$ cat src/rtl/ifm_chunk_loader.sv
// ifm_chunk_loader
// Front end of the IFM ping-pong chunk buffer. Each accepted bus beat is
// zero-compressed into a sparsemap plus nonzero bytes packed toward lane 0
// and written to the bank selected by wr_sel_o. Each bank's fill state is
// tracked, and the producer is stalled while the target bank is still FULL.
//
// Optional feature: define IFM_LOADER_COMPRESS_EN to enable zero
// compression. Without it the beat passes through unchanged, with an
// all-ones sparsemap. Timing and the bank handshake are the same in both
// builds.
//
// Ports:
//   clk_i, rst_i        clock, synchronous active-high reset
//   in_data_i           dense beat, lane i = in_data_i[8*i +: 8]
//   in_valid_i/ready_o  producer handshake
//   wr_sparsemap_o      bit i set when lane i is nonzero
//   wr_nonzero_data_o   packed nonzero bytes, unused lanes zero
//   wr_valid_o          one-cycle write strobe per beat
//   wr_count_o          beat index within the chunk
//   wr_sel_o            bank being written
//   rd_sel_o            bank the consumer reads
//   chunk_rdy_o         bank rd_sel_o holds a complete chunk
//   rd_release_i        consumer done with bank rd_sel_o (one-cycle pulse)
//
// Bank state table:
//   BANK_EMPTY   | no data, may be written
//   BANK_FILLING | at least one beat written, chunk incomplete
//   BANK_FULL    | complete chunk, owned by the consumer until released
module ifm_chunk_loader #(
  parameter int BUS_SIZE = 8,
  parameter int MEM_SIZE = 32
) (
  input  logic                                   clk_i,
  input  logic                                   rst_i,
  input  logic [BUS_SIZE*8-1:0]                  in_data_i,
  input  logic                                   in_valid_i,
  output logic                                   in_ready_o,
  output logic [BUS_SIZE-1:0]                    wr_sparsemap_o,
  output logic [BUS_SIZE*8-1:0]                  wr_nonzero_data_o,
  output logic                                   wr_valid_o,
  output logic [$clog2(MEM_SIZE/BUS_SIZE)-1:0]   wr_count_o,
  output logic                                   wr_sel_o,
  output logic                                   rd_sel_o,
  output logic                                   chunk_rdy_o,
  input  logic                                   rd_release_i
);

  localparam int WR_CYC_NUM = MEM_SIZE / BUS_SIZE;
  localparam int CW = $clog2(WR_CYC_NUM);
  localparam logic [CW-1:0] LAST_BEAT = CW'(WR_CYC_NUM - 1);

  typedef enum logic [1:0] {
    BANK_EMPTY   = 2'd0,
    BANK_FILLING = 2'd1,
    BANK_FULL    = 2'd2
  } bank_state_t;

  bank_state_t bank_q [2];
  bank_state_t bank_d [2];

  // Write position for the next accepted beat. The wr_count_o/wr_sel_o
  // outputs are delayed copies that travel with the registered data.
  logic [CW-1:0] cnt_q;
  logic          sel_q;

  logic                  accept;
  logic                  full_set;
  logic                  rel_ok;
  logic [BUS_SIZE-1:0]   map_d;
  logic [BUS_SIZE*8-1:0] pack_d;

  assign in_ready_o  = !rst_i && (bank_q[sel_q] != BANK_FULL);
  assign accept      = in_valid_i && in_ready_o;
  assign chunk_rdy_o = (bank_q[rd_sel_o] == BANK_FULL);
  assign rel_ok      = rd_release_i && chunk_rdy_o;
  // Bank goes FULL on the edge that ends the last beat's strobe, so the
  // buffer has captured that beat before the consumer is told.
  assign full_set    = wr_valid_o && (wr_count_o == LAST_BEAT);

`ifdef IFM_LOADER_COMPRESS_EN
  always_comb begin : compress
    int k;
    k      = 0;
    map_d  = '0;
    pack_d = '0;
    for (int i = 0; i < BUS_SIZE; i++) begin
      if (in_data_i[i*8 +: 8] != 8'h00) begin
        map_d[i]          = 1'b1;
        pack_d[k*8 +: 8]  = in_data_i[i*8 +: 8];
        k                 = k + 1;
      end
    end
  end
`else
  always_comb begin
    map_d  = '1;
    pack_d = in_data_i;
  end
`endif

  always_ff @(posedge clk_i) begin
    if (rst_i) begin
      wr_valid_o        <= 1'b0;
      wr_sparsemap_o    <= '0;
      wr_nonzero_data_o <= '0;
      wr_count_o        <= '0;
      wr_sel_o          <= 1'b0;
      rd_sel_o          <= 1'b0;
      cnt_q             <= '0;
      sel_q             <= 1'b0;
    end else begin
      wr_valid_o <= accept;
      if (accept) begin
        wr_sparsemap_o    <= map_d;
        wr_nonzero_data_o <= pack_d;
        wr_count_o        <= cnt_q;
        wr_sel_o          <= sel_q;
        if (cnt_q == LAST_BEAT) begin
          cnt_q <= '0;
          sel_q <= ~sel_q;
        end else begin
          cnt_q <= cnt_q + 1'b1;
        end
      end
      if (rel_ok) begin
        rd_sel_o <= ~rd_sel_o;
      end
    end
  end

  always_ff @(posedge clk_i) begin
    if (rst_i) begin
      bank_q[0] <= BANK_EMPTY;
      bank_q[1] <= BANK_EMPTY;
    end else begin
      bank_q[0] <= bank_d[0];
      bank_q[1] <= bank_d[1];
    end
  end

  // A FULL-set and a release always target different banks, so both apply.
  always_comb begin
    bank_d[0] = bank_q[0];
    bank_d[1] = bank_q[1];
    for (int b = 0; b < 2; b++) begin
      if (accept && (sel_q == 1'(b)) && (bank_q[b] == BANK_EMPTY)) begin
        bank_d[b] = BANK_FILLING;
      end
      if (full_set && (wr_sel_o == 1'(b))) begin
        bank_d[b] = BANK_FULL;
      end
      if (rel_ok && (rd_sel_o == 1'(b))) begin
        bank_d[b] = BANK_EMPTY;
      end
    end
  end

endmodule

$ cat config.mk
export PLATFORM = sky130hd
export DESIGN_NAME = ifm_chunk_loader
export DESIGN_NICKNAME = d
export VERILOG_FILES = /design/src/rtl/ifm_chunk_loader.sv
export SDC_FILE = /design/constraint.sdc
export NUM_CORES = 1
export LEC_CHECK = 0
export ABC_AREA = 1
export CELL_PAD_IN_SITES_DETAIL_PLACEMENT = 0
export CELL_PAD_IN_SITES_GLOBAL_PLACEMENT = 1
export CORE_MARGIN = 5
export CORE_UTILIZATION = 27
export DETAILED_ROUTE_END_ITERATION = 8
export MAX_ROUTING_LAYER = met4
export PLACE_DENSITY = 0.87
export SLEW_MARGIN = 15
export SYNTH_ARGS = -nofsm -noshare
export SYNTH_HDL_FRONTEND = slang
export SYNTH_SLANG_ARGS = --single-unit
export TNS_END_PERCENT = 30
$ cat constraint.sdc
create_clock -name clk_i -period 1.5 [get_ports clk_i]
set_input_delay 0.225 -clock clk_i [delete_from_list [all_inputs] [get_ports clk_i]]
set_output_delay 0.225 -clock clk_i [all_outputs]
set_load 0.005 [all_outputs]
==> results of run 1 <==
flip-flops by register name, summed over array words and instances, names as in the netlist, named ones only:
signal             count
sel_q                  1
wr_count_o             2
rd_sel_o               1
wr_sel_o               1
bank_q                 4
wr_sparsemap_o         1
cnt_q                  2
wr_nonzero_data_o     64
wr_valid_o             1
power by group through the flow:
stage,logic (mW),clock network (mW),registers [mW]
2_1_floorplan,0.285,0,2.35
3_3_place_gp,0.791,0,2.34
3_5_place_dp,0.801,0,2.35
4_1_cts,0.803,1.66,2.30
5_1_grt,0.869,1.74,2.32
6_report,0.783,1.58,2.30
synth_stat cells, drive strengths merged:
master,n,share of area (%)
a21oi,4,0.81
o211ai,1,0.26
buf,17,5.2
dfxtp,79,54
o21ai,68,12
nand4,4,1.4
ha,3,1.3
a21boi,3,0.77
clkbuf,11,1.7
nand3,2,0.34
nand2,13,1.7
nor2,147,19
nand3b,2,0.51
inv,10,1.5
logic make-up (layout without fill, tap and decap cells):
family | count (synthesis) | after routing
AND/OR/NAND/NOR | 168 | 168
flip-flops | 79 | 79
AO/OA/AOI/OAI | 76 | 76
buffers and inverters | 38 | 187
adder cells (fa/ha/maj) | 3 | 3
critical path: cells and delay by family (launching register included):
kind                   cells  cell delay (ns)
and+or+nand+nor            3             0.26
DFF                        1             0.34
buffers and inverters      2             0.30
final cells by class:
cell class              instances  area [µm²]  area share, %
well taps                     140         175           3.69
flip-flops and latches         79        1600           33.6
repair buffers                161        1640           34.4
inverters                      10        42.5          0.895
clock buffers                  11         141           2.98
clock inverters                 5        57.6           1.21
multi-input cells             247        1100           23.2
through the flow:
stage	std cells	utilization, %	total power, mW	cell area, µm²
5_1_grt	653	44.2	4.93	4750
3_3_place_gp	637	42.1	3.13	4520
3_5_place_dp	637	42.1	3.15	4520
4_1_cts	653	44.0	4.77	4730
2_1_floorplan	364	-	2.64	2920
6_report	653	44.2	4.66	4750
metal layers:
metal	track usage [%]	share of wire, %	vias to the layer above
met5	-	0	-
met4	3.56	1.0	0
met3	4.77	8.8	10
met2	21.2	48	96
met1	15.1	42	1259
li1	-	-	1438
path summary, 6_finish.rpt:
| check | from | to | slack, ns | cells past startpoint |
|---|---|---|---|---|
| min reg2reg | wr_nonzero_data_o[1] | wr_nonzero_data_o[1] | 0.48 | 2 |
| min | wr_nonzero_data_o[1] | wr_nonzero_data_o[1] | 0.48 | 2 |
| max reg2reg | bank_q[1][0] | bank_q[1][0] | 0.16 | 8 |
| max | bank_q[1][0] | in_ready_o | 0.04 | 5 |
what timing repair did:
item	4_1_cts	5_1_grt
endpoints found under the setup margin	13	16
setup buffers	0	0
resized for setup	12	14
pin swaps	0	0
==> impl_metrics.tcl, run 1 <==
set metrics [dict create \
    synthAdderAreaFrac_pct 1.28 \
    layout-drive-gt1-share_pct 8.77 \
    initial_utilization_pct 27.2 \
    ys_seq_area_share_pct 54.1 \
    port_buffers 146 \
    drc 0 \
    cts_made_buffers 9 \
    startpoint_type "flop" \
    synth_compound_area_share_pct 13.5 \
    final_cell_mix "nor2_1, clkdlybuf4s50_1, dfxtp_1" \
    die-height_um 114 \
    die_w_um 114 \
    final_hold_viol_count 0 \
    crit_chain "inv_1 -> nand3_2 -> nand2_1 -> nor2_1 -> dlygate4sd2_1" \
    yosys.area_share.simple_pct 22.8 \
    rsz0062_at_grt "true" \
    clkPwrFrac_pct 33.9 \
    holdBufCountCts 0 \
    slowest_stage "dfxtp_2" \
    setup_viol 0 \
    cts_tree "done" \
    status "completed" \
    grt-ovfl-total 0 \
    p_sw_share_pct 24.2 \
    via_count 2803 \
    worst_slew_pin_slew_ns 0.292 \
    critPathRequiredTime_ns 1.27 \
    fin_crit_sh_pct 97.2 \
    diodes 0 \
    synthXorXnorAreaFrac_pct 0 \
    period_minus_slack_ns 1.46 \
    cts.path.max_buffers 2 \
    dp_hpwl_um 6090 \
    grt_usage_pct 13.0 \
    max-slew-margin-rel_pct 80.5 \
    drt_iter0_markers 188 \
    p_leak_nw 1.93 \
    worstSetupPathType "flop to output pin" \
    ys_ff_latch 79 \
    clk_pin_slew_worst_paths_ns 0.08 \
    synth_top_family_by_area "simple AND/OR/NAND/NOR gates" \
    synth_mux_area_share_pct 0 \
    fmax_mhz 686 \
    pwr_density_cell_mw_per_mm2 981 \
    yosysWarningCount 0 \
    finalClockSkew_ns 0.00985 \
    final.setup.tns_ns 0 \
    drv_cap 0 \
    ios 147 \
    syn_avg_cell_area_um2 8.03 \
    antenna_found_initial 0 \
    syn_to_final_growth_pct 62.6 \
    synth_cells 364 \
    clock_sinks 79 \
    hold_class "flop to flop" \
    critical-path-max-stage-delay_ns 0.34 \
    layout_commonest_cell "nor2_1" \
    grt_pass1_vias 2801 \
    fill_cells 1093 \
    drt-total-wl_um 8160 \
    htreeDepth 3 \
    setup.worst_path.end_class "output pin" \
    pre_cts_slack_ns -0.221 \
    dr.pass1.iters 4 \
    setup_slack_ns 0.0413 \
    nets 579 \
    cp_max_fo 2 \
    whs_ns 0.482 \
    peakVddDrop_uv 430 \
    ant_nets 0 \
    wl_per_cell_um 12.5 \
    grt_pass1_wl_um 13400 \
    slew_violations 0 \
    dieArea_mm2 0.0130 \
    drt-vias-per-instance 4.29 \
    clkLatencyLatePin_ns 0.34 \
    grt_max_degree 35 \
    pwr-share-seq_pct 49.3 \
    ys_types 22 \
    internal_power_mw 3.53 \
    routabilityCongestion 0.854 \
    rows 38 \
    core_area_mm2 0.0107 \
    combPwrFrac_pct 16.8 \
    syn-cell-area_mm2 0.00292 \
    power.switching_mw 1.13 \
    synth_nets 435 \
    cts_root_buf "clkbuf_8" \
    crit_arrival_ns 1.23 \
]
Power figures use the tool's default switching activity.
==> run 2: changes to the inputs <==
- CORE_UTILIZATION: 27 -> 43
- DONT_BUFFER_PORTS: default -> 1
==> run 2 against run 1 <==
Against the previous run:
- fmax rose by 7.0%
- register-to-register slack better by 0.02 ns
- flip-flop and latch count did not move
==> impl_metrics.tcl, run 2 (synthesized netlist as in run 1, its figures left out) <==
set metrics [dict create \
    setup.worst_path.end_class "output pin" \
    setup_viol 0 \
    peakVddDrop_uv 552 \
    slowest_stage "dfxtp_1" \
    worstSetupPathType "flop to output pin" \
    ios 147 \
    ant_nets 0 \
    fin_crit_sh_pct 90.9 \
    layout-drive-gt1-share_pct 8.56 \
    layout_commonest_cell "nor2_1" \
    core_area_mm2 0.00672 \
    nets 428 \
    critPathRequiredTime_ns 1.27 \
    cts_tree "done" \
    drv_cap 0 \
    rsz0062_at_grt "false" \
    cts.path.max_buffers 2 \
    crit_buf_inv 2 \
    drt-total-wl_um 6530 \
    drt_iter0_markers 82 \
    critical-path-max-stage-delay_ns 0.33 \
    antenna_found_initial 0 \
    clk_pin_slew_worst_paths_ns 0.08 \
    status "completed" \
    fin_total_pwr_mw 4.07 \
    grt_pass1_vias 2063 \
    grt_pass1_wl_um 10400 \
    initial_utilization_pct 43.5 \
    grt_usage_pct 15.6 \
    htreeDepth 3 \
    via_count 2210 \
    hold_class "primary input to flop" \
    dr.pass1.iters 4 \
    dp.cells 425 \
    final.setup.tns_ns 0 \
    diodes 0 \
    cp_max_fo 3 \
    drt-vias-per-instance 5.00 \
    path_delay_family "flip-flops" \
    cts_setup_buffers 0 \
    final_cell_mix "nor2_1, dfxtp_1, o21ai_0" \
    cts_made_buffers 9 \
    finalClockSkew_ns 0.00558 \
    final_cells 442 \
    crit_chain "inv_1 -> nand3_2 -> nand2_1 -> nor2_2 -> buf_4" \
    startpoint_type "flop" \
    top_register "wr_nonzero_data_o" \
    routabilityCongestion 0.815 \
    clock_sinks 79 \
    period_minus_slack_ns 1.36 \
    cts_root_buf "clkbuf_8" \
    dp_hpwl_um 4650 \
    drc 0 \
    worst_slew_pin_slew_ns 0.428 \
    dieArea_mm2 0.00855 \
    rows 30 \
    slew_violations 0 \
    die-height_um 92.4 \
    largest_reg_flops 64 \
    grt_max_degree 44 \
    crit_arrival_ns 1.14 \
    p_leak_nw 1.22 \
    final_hold_viol_count 0 \
    syn_to_final_growth_pct 6.59 \
    reg.largest.list "wr_nonzero_data_o: 64 flops, bank_q: 4 flops" \
    die_w_um 92.4 \
    grt-ovfl-total 0 \
    clkLatencyLatePin_ns 0.34 \
    fmax_mhz 733 \
    whs_ns 0.0531 \
    wl_per_cell_um 14.8 \
    port_buffers 0 \
    pwr_density_cell_mw_per_mm2 1310 \
    max-slew-margin-rel_pct 71.4 \
]
==> run 2: cell types whose count changed in the layout (fill, tap and decap cells not counted), sizes merged <==
cell,change
clkinv,+1
clkbuf,-1
dlygate4sd3,+1
clkdlybuf4s50,-135
buf,-6
dlymetal6s2s,-8
dlygate4sd2,-2
bufinv,-1
==> run 2: per-stage QoR <==
step                instance area, µm²  utilization, %  worst slack [ns]
floorplan                         2920               -             0.217
global placement                  2910            43.4             0.195
detailed placement                2910            43.4             0.186
CTS                               3110            46.3            0.0485
global route                      3120            46.4           0.00867
finish                            3120            46.4             0.137
==> run 2: final timing paths <==
check,startpoint,to,slack [ns],cells past startpoint
max,bank_q[1][0],in_ready_o,0.14,5
min,in_data_i[59],wr_nonzero_data_o[59],0.05,2
max reg2reg,bank_q[1][0],bank_q[1][0],0.18,8
min reg2reg,cnt_q[0],wr_count_o[0],0.49,2
==> run 2: power by group <==
group	switching [mW]	internal (mW)
clock network	0.746	0.685
logic	0.185	0.120
registers	0.109	2.23
==> run 2: what timing repair did <==
action                     CTS  global route
setup endpoints to repair    0             1
resized for setup            0             2
hold buffers                 1             0
hold endpoints to repair     4             0
==> run 2: per-layer routing <==
metal,wire [µm],track usage [%],part of all wire [%]
met5,0,-,0
met4,57,4.46,0.87
met3,650,7.23,10
met2,3200,25.5,49
met1,2620,17.1,40
==> run 2: area by class of cell <==
| class | instances | area (µm²) |
|---|---|---|
| fill | 696 | 3600 |
| sequential | 79 | 1580 |
| multi-input combinational | 247 | 1100 |
| clock buffer | 11 | 151 |
| timing repair buffer | 10 | 103 |
| tap | 80 | 100 |
| inverter | 10 | 42.5 |
| clock inverter | 5 | 32.5 |
==> run 2: worst reg2reg max path, cell delays in order (launching register included) <==
cell and delay (ns):
dfxtp_1 0.33, inv_1 0.07, nand3_1 0.09, a21boi_0 0.09, buf_4 0.15, ha_1 0.17
nor2_1 0.14, o211ai_1 0.11, a21oi_1 0.11
==> run 3: changes to the inputs <==
- HOLD_SLACK_MARGIN: default -> 0.1
- SLEW_MARGIN: 15 -> default
==> run 3 against run 2 <==
Against the previous run:
- hold slack improved by 0.086 ns
- critical path type unchanged
- global-route usage increased by 2.1 points
- clock power barely moved
- clock skew increased by 0.0020 ns
- flip-flop and latch count is the same
- setup slack improved by 0.0087 ns
- via count increased by 12%
- combinational power rose by 47%
- die area is the same
- cell area grew 21%
==> impl_metrics.tcl, run 3 (synthesized netlist as in run 1, its figures left out) <==
set metrics [dict create \
    cts_made_buffers 9 \
    crit_arrival_ns 1.13 \
    reg2reg_depth 8 \
    clkLatencyLatePin_ns 0.34 \
    final_hold_viol_count 0 \
    clock_sinks 79 \
    finalClockSkew_ns 0.00758 \
    largest_reg_flops 64 \
    reg.largest.list "wr_nonzero_data_o: 64 flops, bank_q: 4 flops" \
    drt-total-wl_um 7410 \
    ant_nets 0 \
    syn_to_final_growth_pct 28.9 \
    rows 30 \
    postLayoutCoreUtil_pct 56.1 \
    die-height_um 92.4 \
    clk_pin_slew_worst_paths_ns 0.08 \
    diodes 0 \
    grt_pass1_vias 2418 \
    layout-drive-gt1-share_pct 7.26 \
    status "completed" \
    grt_max_degree 44 \
    worst_slew_pin_slew_ns 0.433 \
    max-slew-margin-rel_pct 71.1 \
    routabilityCongestion 0.815 \
    cp_max_fo 3 \
    path_delay_family "flip-flops" \
    slew_violations 0 \
    min_from "in_valid_i" \
    drc 0 \
    drt-vias-per-instance 4.90 \
    cts.path.max_buffers 2 \
    fin_crit_sh_pct 90.3 \
    hold_class "primary input to flop" \
    holdPathStages 3 \
    antenna_found_initial 0 \
    reg2reg_from "bank_q[1][0]" \
    pwr_density_cell_mw_per_mm2 1120 \
    crit_buf_inv 2 \
    drt_iter0_markers 84 \
    setup_viol 0 \
    fmax_mhz 738 \
    critical-path-max-stage-delay_ns 0.33 \
    htreeDepth 3 \
    crit_chain "inv_1 -> nand3_2 -> nand2_1 -> nor2_2 -> buf_4" \
    top_register "wr_nonzero_data_o" \
    port_buffers 0 \
    period_minus_slack_ns 1.35 \
    die_w_um 92.4 \
    cp.depth 5 \
    drv_cap 0 \
    slowest_stage "dfxtp_1" \
    grt_usage_pct 17.7 \
    startpoint_type "flop" \
    dr.pass1.iters 4 \
    final.setup.tns_ns 0 \
    ios 147 \
    dp_hpwl_um 4650 \
    grt-ovfl-total 0 \
    design_area_mm2 0.00377 \
    nets 493 \
    critPathRequiredTime_ns 1.27 \
    setup.worst_path.end_class "output pin" \
    grt_pass1_wl_um 11800 \
    cts_root_buf "clkbuf_8" \
    crit_start "bank_q[1][0]" \
    dieArea_mm2 0.00855 \
    peakVddDrop_uv 561 \
    final_cell_mix "nor2_1, dfxtp_1, o21ai_0" \
    initial_utilization_pct 43.5 \
    wl_per_cell_um 14.6 \
    layout_commonest_cell "nor2_1" \
    worstSetupPathType "flop to output pin" \
    via_count 2486 \
    cts_tree "done" \
    core_area_mm2 0.00672 \
    rsz0062_at_grt "false" \
    p_leak_nw 1.49 \
    placed_area_mm2 0.00291 \
]
[run 3: cell count changes in the layout (fill, tap and decap cells not counted), sizes merged]
| cell | before | now |
|---|---|---|
| dlygate4sd3 | 1 | 66 |
[run 3: final timing paths]
check	to	slack, ns
worst min register to register	wr_count_o[0]	0.49
worst min-delay path	flop	0.14
worst max-delay path	in_ready_o	0.15
worst max register to register	bank_q[1][0]	0.17
[run 3: layout make-up]
cell class / instances / area (µm²)
clock buffer: 11 / 151
multi-input combinational: 247 / 1100
sequential: 79 / 1580
timing repair buffer: 75 / 753
tap: 80 / 100
fill: 617 / 2950
inverter: 10 / 42.5
clock inverter: 5 / 32.5
[run 3: routing by layer]
| metal | wire length [µm] | share of wire, % | track usage, % |
|---|---|---|---|
| met4 | 176 | 2.4 | 6.31 |
| met5 | 0 | 0 | - |
| met3 | 558 | 7.5 | 6.01 |
| met1 | 3000 | 40 | 19.7 |
| met2 | 3680 | 50 | 29.5 |
[run 3: worst reg2reg max path: stages, from the launching register on]
cell and delay, ns:
dfxtp_1 0.33, inv_1 0.07, nand3_1 0.09, a21boi_0 0.09
buf_4 0.15, ha_1 0.17, nor2_1 0.14, o211ai_1 0.11
a21oi_1 0.11
[run 3: power by group]
part	switching, mW	internal [mW]
sequential	0.112	2.23
combinational	0.217	0.232
clock	0.734	0.685
[run 3: repair_timing]
action	in CTS	in global routing
gates resized for setup	0	2
endpoints found under the setup margin	0	1
hold buffers	66	0
endpoints found under the hold margin	72	0
setup buffers	0	0
[run 3: metrics by stage]
| stage | hold WS, ns | setup slack [ns] | total power, mW | std cells |
|---|---|---|---|---|
| after floorplan | 0.292 | 0.217 | 2.64 | 364 |
| after global placement | 0.295 | 0.195 | 2.68 | 425 |
| after detailed placement | 0.297 | 0.186 | 2.70 | 425 |
| after CTS | 0.123 | 0.0485 | 4.28 | 507 |
| after global routing | 0.126 | 0.00838 | 4.45 | 507 |
| final | 0.139 | 0.145 | 4.21 | 507 |
